## src/rtl/bus_xfer_ctrl.sv

```systemverilog
// ---------------------------------------------------------------------------
// bus_xfer_ctrl
//
// Register-transfer sequencer for the datapath's 32-bit internal bus.
// Transfer commands {src, dst, len} arrive over a valid/ready handshake and
// wait in a small FIFO. They run one at a time. The source code is decoded to
// a one-hot bus-drive enable (out_en). The destination code is decoded to a
// one-hot register-load enable (in_en). in_en is asserted only in the last
// cycle of each transfer.
//
// Code map (src and dst share it; bit n of out_en/in_en is code n):
//   0-15 R0-R15, 16 HI, 17 LO, 18 ZHI, 19 ZLO, 20 PC, 21 MDR, 22 INPORT,
//   23 C, 24-31 illegal (decode to all-zero enables).
//
// Optional feature: define BUS_XFER_CODECHK_EN to enable illegal-code
// checking. With it, an illegal command completes its handshake but is
// dropped, and the sticky err flag is set. Without it, illegal commands
// execute with zero enables on the illegal side, and err is tied to 0.
//
// Ports:
//   clock      in   rising-edge clock
//   clear      in   asynchronous active-low reset
//   cmd_valid  in   command present
//   cmd_ready  out  FIFO can accept (== !full)
//   cmd_src    in   [4:0] source code
//   cmd_dst    in   [4:0] destination code
//   cmd_len    in   [1:0] extra hold cycles (transfer lasts len+1 cycles)
//   out_en     out  [NREG-1:0] one-hot bus-drive enable
//   in_en      out  [NREG-1:0] one-hot register-load enable
//   busy       out  transfer in progress or FIFO non-empty
//   err        out  sticky illegal-code flag
//   err_clr    in   synchronous clear of err
// ---------------------------------------------------------------------------
module bus_xfer_ctrl #(
  parameter int DEPTH = 4,
  parameter int NREG  = 24
) (
  input  logic            clock,
  input  logic            clear,
  input  logic            cmd_valid,
  output logic            cmd_ready,
  input  logic [4:0]      cmd_src,
  input  logic [4:0]      cmd_dst,
  input  logic [1:0]      cmd_len,
  output logic [NREG-1:0] out_en,
  output logic [NREG-1:0] in_en,
  output logic            busy,
  output logic            err,
  input  logic            err_clr
);

  localparam int AW = $clog2(DEPTH);

  typedef struct packed {
    logic [4:0] src;
    logic [4:0] dst;
    logic [1:0] len;
  } cmd_t;

  typedef enum logic {
    IDLE = 1'b0,
    XFER = 1'b1
  } state_t;

  // Decode a register code to a one-hot enable. Codes at or above NREG
  // match no bit, so they yield zero.
  function automatic logic [NREG-1:0] onehot(input logic [4:0] code);
    logic [NREG-1:0] vec;
    for (int i = 0; i < NREG; i++) begin
      vec[i] = (int'(code) == i);
    end
    return vec;
  endfunction

  // -------------------------------------------------------------------------
  // Command FIFO
  // -------------------------------------------------------------------------
  cmd_t        mem_q [DEPTH];
  logic [AW:0] wr_ptr_q, wr_ptr_d;
  logic [AW:0] rd_ptr_q, rd_ptr_d;
  logic        empty, full;
  logic        push, enq, pop;
  cmd_t        head;
  state_t      state_q;
  logic [1:0]  cnt_q;
  logic [4:0]  cur_dst_q;
  logic [NREG-1:0] out_en_q, in_en_q;

  // The pointers carry one extra wrap bit. Equal pointers mean empty. Pointers
  // that differ only in the wrap bit mean full.
  assign empty = (wr_ptr_q == rd_ptr_q);
  assign full  = (wr_ptr_q[AW] != rd_ptr_q[AW]) &&
                 (wr_ptr_q[AW-1:0] == rd_ptr_q[AW-1:0]);

  // full is taken from the registered pointers. A pop on the same edge
  // therefore cannot make room for the push on that edge.
  assign cmd_ready = !full;
  assign push      = cmd_valid && !full;
  assign head      = mem_q[rd_ptr_q[AW-1:0]];

  // Pop when idle with work queued, or when the current transfer is in its
  // final cycle. The second case gives back-to-back transfers with no gap.
  assign pop = !empty && ((state_q == IDLE) || (cnt_q == 2'd0));

`ifdef BUS_XFER_CODECHK_EN
  logic code_ok;
  logic err_q;

  assign code_ok = (int'(cmd_src) < NREG) && (int'(cmd_dst) < NREG);
  assign enq     = push && code_ok;

  // A new error has priority over err_clr on the same edge.
  always_ff @(posedge clock or negedge clear) begin
    if (!clear) begin
      err_q <= 1'b0;
    end else if (push && !code_ok) begin
      err_q <= 1'b1;
    end else if (err_clr) begin
      err_q <= 1'b0;
    end
  end

  assign err = err_q;
`else
  logic unused_err_clr;

  assign enq            = push;
  assign err            = 1'b0;
  assign unused_err_clr = err_clr;
`endif

  // NOTE: every always_comb output gets a default first, so no path leaves it
  // unassigned and no latch is inferred.
  always_comb begin
    wr_ptr_d = wr_ptr_q;
    rd_ptr_d = rd_ptr_q;
    if (enq) wr_ptr_d = wr_ptr_q + 1'b1;
    if (pop) rd_ptr_d = rd_ptr_q + 1'b1;
  end

  // NOTE: the storage array has no reset. Stale entries are never read,
  // because the pointers (which are reset) gate every access.
  always_ff @(posedge clock) begin
    if (enq) mem_q[wr_ptr_q[AW-1:0]] <= cmd_t'{src: cmd_src, dst: cmd_dst, len: cmd_len};
  end

  // NOTE: sequential state uses non-blocking assignments only, so every
  // register samples pre-edge values regardless of block order.
  always_ff @(posedge clock or negedge clear) begin
    if (!clear) begin
      wr_ptr_q <= '0;
      rd_ptr_q <= '0;
    end else begin
      wr_ptr_q <= wr_ptr_d;
      rd_ptr_q <= rd_ptr_d;
    end
  end

  // -------------------------------------------------------------------------
  // Transfer sequencer. The enables are registered, so cmd_* has no
  // combinational path to the bus-control outputs.
  // -------------------------------------------------------------------------
  always_ff @(posedge clock or negedge clear) begin
    if (!clear) begin
      state_q   <= IDLE;
      cnt_q     <= '0;
      cur_dst_q <= '0;
      out_en_q  <= '0;
      in_en_q   <= '0;
    end else begin
      case (state_q)
        IDLE: begin
          if (pop) begin
            state_q   <= XFER;
            cnt_q     <= head.len;
            cur_dst_q <= head.dst;
            out_en_q  <= onehot(head.src);
            in_en_q   <= (head.len == 2'd0) ? onehot(head.dst) : '0;
          end else begin
            out_en_q <= '0;
            in_en_q  <= '0;
          end
        end
        XFER: begin
          if (cnt_q != 2'd0) begin
            // Hold the source on the bus. Assert the load enable in the
            // cycle where the count reaches zero.
            cnt_q   <= cnt_q - 2'd1;
            in_en_q <= (cnt_q == 2'd1) ? onehot(cur_dst_q) : '0;
          end else if (pop) begin
            cnt_q     <= head.len;
            cur_dst_q <= head.dst;
            out_en_q  <= onehot(head.src);
            in_en_q   <= (head.len == 2'd0) ? onehot(head.dst) : '0;
          end else begin
            state_q  <= IDLE;
            out_en_q <= '0;
            in_en_q  <= '0;
          end
        end
        default: begin
          state_q  <= IDLE;
          out_en_q <= '0;
          in_en_q  <= '0;
        end
      endcase
    end
  end

  assign out_en = out_en_q;
  assign in_en  = in_en_q;
  assign busy   = (state_q == XFER) || !empty;

endmodule

```

## config.mk

```make
export PLATFORM = sky130hd
export DESIGN_NAME = bus_xfer_ctrl
export DESIGN_NICKNAME = d
export VERILOG_FILES = /design/src/rtl/bus_xfer_ctrl.sv
export SDC_FILE = /design/constraint.sdc
export NUM_CORES = 1
export LEC_CHECK = 0
export BUFFER_PORTS_ARGS = -buffer_cell sky130_fd_sc_hd__buf_2
export CORE_MARGIN = 8
export CORE_UTILIZATION = 56
export CTS_CLUSTER_DIAMETER = 30
export CTS_CLUSTER_SIZE = 10
export DETAILED_ROUTE_END_ITERATION = 8
export PLACE_DENSITY = 0.88
export SLEW_MARGIN = 20
export SYNTH_ARGS = -nofsm -noshare
export SYNTH_HDL_FRONTEND = slang
export SYNTH_SLANG_ARGS = --single-unit
```

## constraint.sdc

```tcl
create_clock -name clock -period 2.1 [get_ports clock]
set_input_delay 0.105 -clock clock [delete_from_list [all_inputs] [get_ports clock]]
set_output_delay 0.105 -clock clock [all_outputs]
set_load 0.03 [all_outputs]
```

Yosys cells after proc, flatten, opt, wreduce, memory -nomap -nowiden --
Memory sizes are Yosys's and may differ from the RTL's. Index checks and enable logic that the tools add are counted.
Word-level totals: bits in registers 62, bits in writable memories 48, bits of input ports 16, output and inout port bits 51, word-level logic and storage cells 118, memories 1
Memory list:
- mem_q | depth 4, width 12, read ports 1, clocked after memory_dff 0, wr ports 1, RTL line 78 | cmd_t mem_q [DEPTH];
Cells by class: add/sub/neg operators 3, eq/ne operators 74, muxes and demuxes 19, bitwise gates (word level) 1, reductions and logical operators 13
Operator list (number):
- == test 5 bit, second input constant | 48
- two-way mux 24 bit | 6
- one-hot mux 24 bit (2 select lines) | 2
- == test 5 x 4 -> 1 bit, second input constant | 12
- == test 5 x 3 -> 1 bit, second input constant | 6
- == test 5 x 2 -> 1 bit, second input constant | 3
- logical NOT 5 bit | 3
- two-way mux 5 bit | 2
- one-hot mux 5 bit (2 select lines) | 1
- adder 3 x 1 -> 3 bit, second input constant | 2
- logical NOT 2 bit | 2
- two-way mux 1 bit | 4
- two-way mux 2 bit | 2
- one-hot mux 2 bit (2 select lines) | 1
- == test 3 bit | 1
- logical AND 1 bit | 3
- == test 2 x 1 -> 1 bit, second input constant | 1
- == test 2 bit | 1
- logical NOT 1 bit | 2
- logical OR 1 bit | 2
- != test 2 bit, second input constant | 1
- one-hot mux 1 bit (2 select lines) | 1
- nonzero test 2 bit | 1
- subtractor 2 x 1 -> 2 bit, second input constant | 1
- other kinds (2) | 2

Depth between registers and ports, before layout --
Gate-level depths: netlist of the first run.
depth in word-level cells 6, gate-level depth with buffers 7, gate-level depth less buffers 4

Worst setup path before layout of the first run --
OpenSTA, ideal clock, no wires.
path type register to register, start register rd_ptr_q[0], end memory mem_q[3][0] (netlist name), enable pin, setup time 0.362 ns, arrival 1.567 ns, data required time 1.738 ns, setup slack 0.170 ns, cell stages (with the launch flop) 5, path buffers 1, period minus slack after synthesis 1.930 ns, cells stage by stage dfrtp_1 buf_6 xnor2_1 a31oi_1 and2_1
On the way: longest elaborated chain between the ends 6
RTL lines:
- start, declared | RTL line 80 | logic [AW:0] rd_ptr_q, rd_ptr_d;
- start signal, assigned | RTL line 155 | rd_ptr_q <= rd_ptr_d;
- == test 2 bit | RTL line 93 | (wr_ptr_q[AW-1:0] == rd_ptr_q[AW-1:0]);
- logical AND 1 bit | RTL line 92 | assign full = (wr_ptr_q[AW] != rd_ptr_q[AW]) &&
- logical NOT 1 bit | RTL line 98 | assign push = cmd_valid && !full;
- logical AND 1 bit | RTL line 98
- two-way mux 1 bit | RTL line 144 | if (enq) mem_q[wr_ptr_q[AW-1:0]] <= cmd_t'{src: cmd_src, dst: cmd_dst, len: cmd_len};
- two-way mux 1 bit (not written as such) | RTL line 144
- end, declared | RTL line 78
No other way between the ends.

Final worst setup path of the first run --
start register rd_ptr_q[0], end register in_en_q[22], in the netlist in_en[22]
On the way: longest elaborated chain between the ends 6, elaborated cells between the ends (all ways) 10, classes of those cells 2 x eq/ne; 4 x mux; 3 x reduce/logical; 1 x memory
RTL lines:
- memory (4 x 12 bit) or == test 3 bit (tied branches)
- == test 5 bit (tied with other cells) | RTL line 70 | vec[i] = (int'(code) == i);
- two-way mux 24 bit or logical AND 1 bit (tied branches) | RTL line 178, 194, 103
- two-way mux 24 bit * | RTL line 173, 190
- two-way mux 24 bit | RTL line 185 | if (cnt_q != 2'd0) begin
- one-hot mux 24 bit (2 select lines) * | RTL line 171 | case (state_q)
- end signal, assigned | RTL line 178 | in_en_q <= (head.len == 2'd0) ? onehot(head.dst) : '0;
- end signal, assigned | RTL line 189 | in_en_q <= (cnt_q == 2'd1) ? onehot(cur_dst_q) : '0;
- end signal, assigned | RTL line 194 | in_en_q <= (head.len == 2'd0) ? onehot(head.dst) : '0;
- end, declared | RTL line 87 | logic [NREG-1:0] out_en_q, in_en_q;
Mark *: on every way between the ends. The rest lies on a longest branch, timed or not. A chain may end at the register's enable or synchronous reset.

==> results of run 1 <==
==> cell usage after synthesis, types with 2 or more instances <==
cell type / number
nand3_1: 9
buf_6: 2
clkbuf_1: 5
and2_1: 6
or2_2: 3
buf_2: 2
nand3b_1: 4
a31oi_1: 2
ha_1: 5
a22o_1: 8
o22ai_1: 24
buf_4: 2
inv_1: 4
mux4_1: 9
xnor2_1: 5
o21ai_0: 13
mux2_2: 6
nand2_1: 24
a32o_1: 4
edfxtp_1: 48
nand2b_1: 5
xor2_1: 3
or3_1: 5
nor2_1: 10
dfrtp_1: 62
mux4_2: 3
nor2b_1: 4
==> cells by family after synthesis <==
| family | share of synthesized area (%) |
|---|---|
| compound gates | 9.32 |
| fa+ha+maj | 1.43 |
| xor+xnor | 1.60 |
| simple gates | 8.81 |
| mux | 8.70 |
| flops | 68.2 |
| buf+inv | 1.85 |
| other cells | 0.0855 |
==> worst max-delay path, stage by stage (launching register included) <==
cell and delay, ns:
dfrtp_2 0.40, buf_6 0.13, buf_6 0.11, mux4_2 0.55, a311oi_4 0.36, nand3_1 0.22
o22ai_1 0.21
==> registers in the layout, indices dropped and copies added, names as in the netlist <==
name,flops
cur_dst_q,5
mem_q,48
out_en,24
rd_ptr_q,3
wr_ptr_q,3
in_en,24
state_q,1
cnt_q,2
==> cell type report <==
| type | instances | area (µm²) | share of cell area (%) |
|---|---|---|---|
| flip-flops and latches | 110 | 2990 | 56.0 |
| multi-input cells | 166 | 1370 | 25.7 |
| repair buffers | 97 | 648 | 12.1 |
| clock buffers | 14 | 174 | 3.25 |
| well taps | 102 | 128 | 2.39 |
| inverters | 4 | 15.0 | 0.281 |
| clock inverters | 2 | 13.8 | 0.257 |
==> per-layer routing <==
| layer | wire (µm) | global-route usage, % | up-vias |
|---|---|---|---|
| li1 | - | - | 1294 |
| met1 | 3630 | 19.6 | 1400 |
| met2 | 4640 | 28.2 | 98 |
| met3 | 516 | 3.97 | 23 |
| met4 | 259 | 9.10 | 0 |
| met5 | 0 | 0 | - |
==> timing repair <==
action                                  CTS  global route
endpoints found under the setup margin    1            25
hold buffers                             13             0
buffers inserted                          1             2
pin swaps                                 0             6
hold endpoints to repair                 73             0
resized for setup                         7             9
cloned                                    0             0
==> power breakdown <==
group / switching, W / internal (W) / total (W)
Sequential: 0.000339 / 0.00281 / 0.00315
Combinational: 0.00221 / 0.00147 / 0.00368
Clock: 0.000651 / 0.000540 / 0.00119
Total: 0.00320 / 0.00482 / 0.00802
==> metrics by stage <==
step | power [W] | setup TNS, ns
floorplan | 0.00553 | 0
global placement | 0.00640 | 0
detailed placement | 0.00661 | 0
CTS | 0.00794 | 0
global route | 0.00847 | -0.132
finish | 0.00802 | 0
==> path summary, 6_finish.rpt <==
| check | slack (ns) | depth (start not counted) | to | start |
|---|---|---|---|---|
| max | 0.03 | 6 | in_en[22]$_DFF_PN0_ | rd_ptr_q[0]$_DFFE_PN0P_ |
| min | 0.28 | 2 | out_en[15]$_DFFE_PN0N_ | clear |
| max reg2reg | 0.03 | 6 | in_en[22]$_DFF_PN0_ | rd_ptr_q[0]$_DFFE_PN0P_ |
| min reg2reg | 0.48 | 2 | out_en[4]$_DFFE_PN0N_ | out_en[4]$_DFFE_PN0N_ |
| max in group asynchronous | 1.23 | 3 | in_en[8]$_DFF_PN0_ | clear |
| min in group clock | 0.31 | 5 | wr_ptr_q[0]$_DFFE_PN0P_ | cmd_valid |
==> flow_metrics.env, run 1 <==
export IMPL_grt_start_max_net_pins=38
export IMPL_vias=2815
export IMPL_arrival_ns=2.34
export IMPL_placedCellCount=463
export IMPL_ys_types=41
export IMPL_avgSynthCellArea_um2=15.1
export IMPL_clkTransAtPathRegs_ns=0.10
export IMPL_first_iter_violations=95
export IMPL_syn_num_nets=312
export IMPL_gp_congestion=0.845
export IMPL_grtUsageTotal_pct=16.8
export IMPL_numCtsBuffers=9
export IMPL_synth_area_top_cells="dfrtp_1, edfxtp_1, mux4_1"
export IMPL_cap_violations=0
export IMPL_fmax_mhz=483
export IMPL_placed_area_um2=4930
export IMPL_dieArea_um2=10900
export IMPL_fillers=522
export IMPL_critical_path_class="register to register"
export IMPL_antenna_found_initial=0
export IMPL_viasPerCell=5.69
export IMPL_cts_root_buf="clkbuf_8"
export IMPL_final_cell_mix="buf_2, dfrtp_1, edfxtp_1"
export IMPL_critPathCaptureType="register"
export IMPL_grt_pass1_vias=2943
export IMPL_fin_ws_ns=0.0283
export IMPL_io_buffers=64
export IMPL_synth_edf_count=48
export IMPL_clk_path_buf_depth=2
export IMPL_power_density_nw_per_um2=1500
export IMPL_timing_final_crit_share_pct=98.7
export IMPL_yosys_area_top_type="dfrtp_1"
export IMPL_cts_tree="built"
export IMPL_netlist_area_um2=4390
export IMPL_min_path_type="primary input to async pin"
export IMPL_grt_pass1_wl_um=14600
export IMPL_ys_warn_count=0
export IMPL_drtPass1Iterations=4
export IMPL_period_needed_ns=2.07
export IMPL_synth_ff_type="dfrtp_1"
export IMPL_htree_levels=3
export IMPL_yosysSeqAreaShare_pct=68.2
export IMPL_ys_seq_elements=110
export IMPL_hold_viol_final=0
export IMPL_pin_count=67
export IMPL_rsz0062_at_grt="true"
export IMPL_wl_um=9050
export IMPL_core_area_um2=7650
export IMPL_gr_total_overflow=0
export IMPL_netlist_instances=291
export IMPL_outcome="complete, no violations"
export IMPL_setup_viol=0
export IMPL_async_reset_ff_share_pct=56.4
export IMPL_crit_path_max_fanout=5
export IMPL_synth_top_cell_area_share_pct=35.4
export IMPL_drive_gt1_share_pct=30.8
export IMPL_wl_per_cell_um=18.3
export IMPL_finalNonFillerCells=495
export IMPL_diodes=0
export IMPL_final_core_util_pct=69.9
export IMPL_ir_drop_v=0.000766
export IMPL_relSlewSlack_pct=59.1
export IMPL_worstPathRequired_ns=2.37
export IMPL_tightest_slew_ns=0.613
export IMPL_drc=0
export IMPL_initial_core_util_pct=57.4
export IMPL_clock_latency_ns=0.36
export IMPL_place_ws_ns=0.0409
export IMPL_final_common_cell="buf_2"
export IMPL_syn2layout_area_growth_pct=21.8
export IMPL_drv_slew=0
export IMPL_fin_nets=409
export IMPL_finalClockSkew_ns=0.0144
export IMPL_setup_worst_path_start_class="register"
export IMPL_fp_dieW_um=105
export IMPL_power_leakage_nw=2.31
export IMPL_hpwl_um=6500
export IMPL_clock_sinks=110
export IMPL_dieHeight_um=105
export IMPL_finalInstanceArea_um2=5350
export IMPL_timing_hold_ws_ns=0.282
export IMPL_antenna_left=0
export IMPL_rows=32
Power figures use the tool's default switching activity.
==> run 2, diff against run 1 <==
--- a/config.mk
+++ b/config.mk
@@ -7,11 +7,12 @@
 export LEC_CHECK = 0
 export BUFFER_PORTS_ARGS = -buffer_cell sky130_fd_sc_hd__buf_2
 export CORE_MARGIN = 8
-export CORE_UTILIZATION = 56
+export CORE_UTILIZATION = 58
+export CTS_BUF_LIST = sky130_fd_sc_hd__clkbuf_8
 export CTS_CLUSTER_DIAMETER = 30
 export CTS_CLUSTER_SIZE = 10
 export DETAILED_ROUTE_END_ITERATION = 8
-export PLACE_DENSITY = 0.88
+export PLACE_DENSITY = 0.9
 export SLEW_MARGIN = 20
 export SYNTH_ARGS = -nofsm -noshare
 export SYNTH_HDL_FRONTEND = slang
==> flow_metrics.env, run 2 (same netlist as run 1, synthesis figures left out) <==
export IMPL_largest_register_ffs=48
export IMPL_initial_core_util_pct=60.2
export IMPL_antenna_left=0
export IMPL_reg2reg_setup_slack_ns=0.05
export IMPL_grt_start_max_net_pins=63
export IMPL_drc=0
export IMPL_setup_worst_path_start_class="register"
export IMPL_critical_path_top_delay_family="multiplexers"
export IMPL_syn2layout_area_growth_pct=20.9
export IMPL_multi_input_area_um2=1360
export IMPL_power_leakage_nw=2.31
export IMPL_drtPass1Iterations=4
export IMPL_path_buf_inv=1
export IMPL_gr_total_overflow=0
export IMPL_gp_congestion=0.833
export IMPL_timing_hold_ws_ns=0.192
export IMPL_antenna_found_initial=0
export IMPL_fillers=478
export IMPL_drive_gt1_share_pct=30.5
export IMPL_final_cell_mix="buf_2, dfrtp_1, edfxtp_1"
export IMPL_cts_root_buf="clkbuf_8"
export IMPL_worstPathRequired_ns=2.37
export IMPL_viasPerCell=5.82
export IMPL_clock_sinks=110
export IMPL_io_buffers=64
export IMPL_regArea_um2=2990
export IMPL_total_power_w=0.00801
export IMPL_finalNonFillerCells=489
export IMPL_grtUsageTotal_pct=17.6
export IMPL_finalClockSkew_ns=0.0138
export IMPL_clkTransAtPathRegs_ns=0.10
export IMPL_grt_pass1_wl_um=14200
export IMPL_htree_levels=3
export IMPL_placedCellCount=460
export IMPL_critical_path_class="register to register"
export IMPL_arrival_ns=2.32
export IMPL_cts_setup_buffers=0
export IMPL_drv_slew=0
export IMPL_diodes=0
export IMPL_grt_pass1_vias=2871
export IMPL_clock_latency_ns=0.36
export IMPL_vias=2844
export IMPL_period_needed_ns=2.05
export IMPL_fin_nets=406
export IMPL_dieArea_um2=10600
export IMPL_timing_final_crit_share_pct=97.5
export IMPL_power_density_nw_per_um2=1510
export IMPL_fmax_mhz=488
export IMPL_hold_viol_final=0
export IMPL_dieHeight_um=103
export IMPL_wl_um=8800
export IMPL_numCtsBuffers=9
export IMPL_clk_path_buf_depth=2
export IMPL_cts_tree="built"
export IMPL_final_common_cell="buf_2"
export IMPL_fp_dieW_um=103
export IMPL_ir_drop_v=0.000565
export IMPL_setup_viol=0
export IMPL_min_path_type="primary input to register"
export IMPL_wl_per_cell_um=18.0
export IMPL_slowest_delay_ns=0.68
export IMPL_hpwl_um=6130
export IMPL_cpMaxStageDelayCell="mux4_1"
export IMPL_outcome="complete, no violations"
export IMPL_first_iter_violations=83
export IMPL_rsz0062_at_grt="true"
export IMPL_worstPathCellList="buf_4 -> mux4_1 -> nor2_4 -> nand3b_1 -> o22ai_1"
export IMPL_critPathCaptureType="register"
export IMPL_pin_count=67
export IMPL_crit_path_max_fanout=11
export IMPL_core_area_um2=7290
export IMPL_cap_violations=0
export IMPL_rows=31
==> run 2: cell count changes in the layout (fill, tap and decap cells not counted), sizes merged <==
cell	before	now
buf	84	81
bufinv	0	1
clkbuf	14	10
clkinv	0	2
clkinvlp	1	0
inv	5	7
==> run 2: worst register-to-register path: cells and delay by family, from the launching register on <==
family | cells | cell delay (ns)
compound gates | 1 | 0.28
buf+inv | 1 | 0.22
flops | 1 | 0.35
mux | 1 | 0.68
simple gates | 2 | 0.43
==> run 2: path summary, 6_finish.rpt <==
kind	cells past startpoint	start	end
hold reg to reg	2	out_en[10]$_DFFE_PN0N_	out_en[10]$_DFFE_PN0N_
setup / recovery	5	rd_ptr_q[0]$_DFFE_PN0P_	in_en[13]$_DFF_PN0_
hold / removal	5	cmd_valid	wr_ptr_q[1]$_DFFE_PN0P_
max in group asynchronous	3	clear	rd_ptr_q[1]$_DFFE_PN0P_
setup reg to reg	5	rd_ptr_q[0]$_DFFE_PN0P_	in_en[13]$_DFF_PN0_
min in group asynchronous	3	clear	in_en[18]$_DFF_PN0_
==> run 2: area by class of cell <==
cell class / count / share of cell area [%]
clock buffers: 10 / 2.59
clock inverters: 6 / 1.13
inverters: 4 / 0.283
multi-input cells: 166 / 25.6
flip-flops and latches: 110 / 56.4
well taps: 99 / 2.33
repair buffers: 94 / 11.6
==> run 2: what timing repair did <==
action                     CTS  global route
pin swaps                    0             0
hold endpoints to repair   110             0
hold buffers                13             0
gates resized for setup      3             6
setup endpoints to repair    1            13
==> run 2: through the flow <==
stage / worst slack [ns] / util (%) / cell area [µm²] / setup TNS [ns]
finish: 0.0526 / 72.8 / 5310 / 0
global route: -0.0140 / 72.8 / 5310 / -0.0218
CTS: 0.0561 / 72.3 / 5270 / 0
detailed placement: 0.0794 / 67.6 / 4930 / 0
global placement: 0.153 / 67.6 / 4930 / 0
floorplan: 0.170 / - / 4390 / 0
==> run 2: routing by layer <==
layer,GRT usage [%],vias to the layer above,share of wire [%],wire [µm]
met3,3.24,28,6.9,610
met4,9.90,0,2.8,248
li1,-,1296,-,-
met5,0,-,0,0
met1,21.4,1392,41,3580
met2,29.0,128,50,4360
==> run 2: power by group <==
group | total (W) | leakage [nW] | switching, W | internal (W)
logic | 0.00360 | 0.930 | 0.00220 | 0.00141
registers | 0.00314 | 1.27 | 0.000337 | 0.00281
clock network | 0.00126 | 0.108 | 0.000678 | 0.000582
total | 0.00801 | 2.31 | 0.00321 | 0.00480
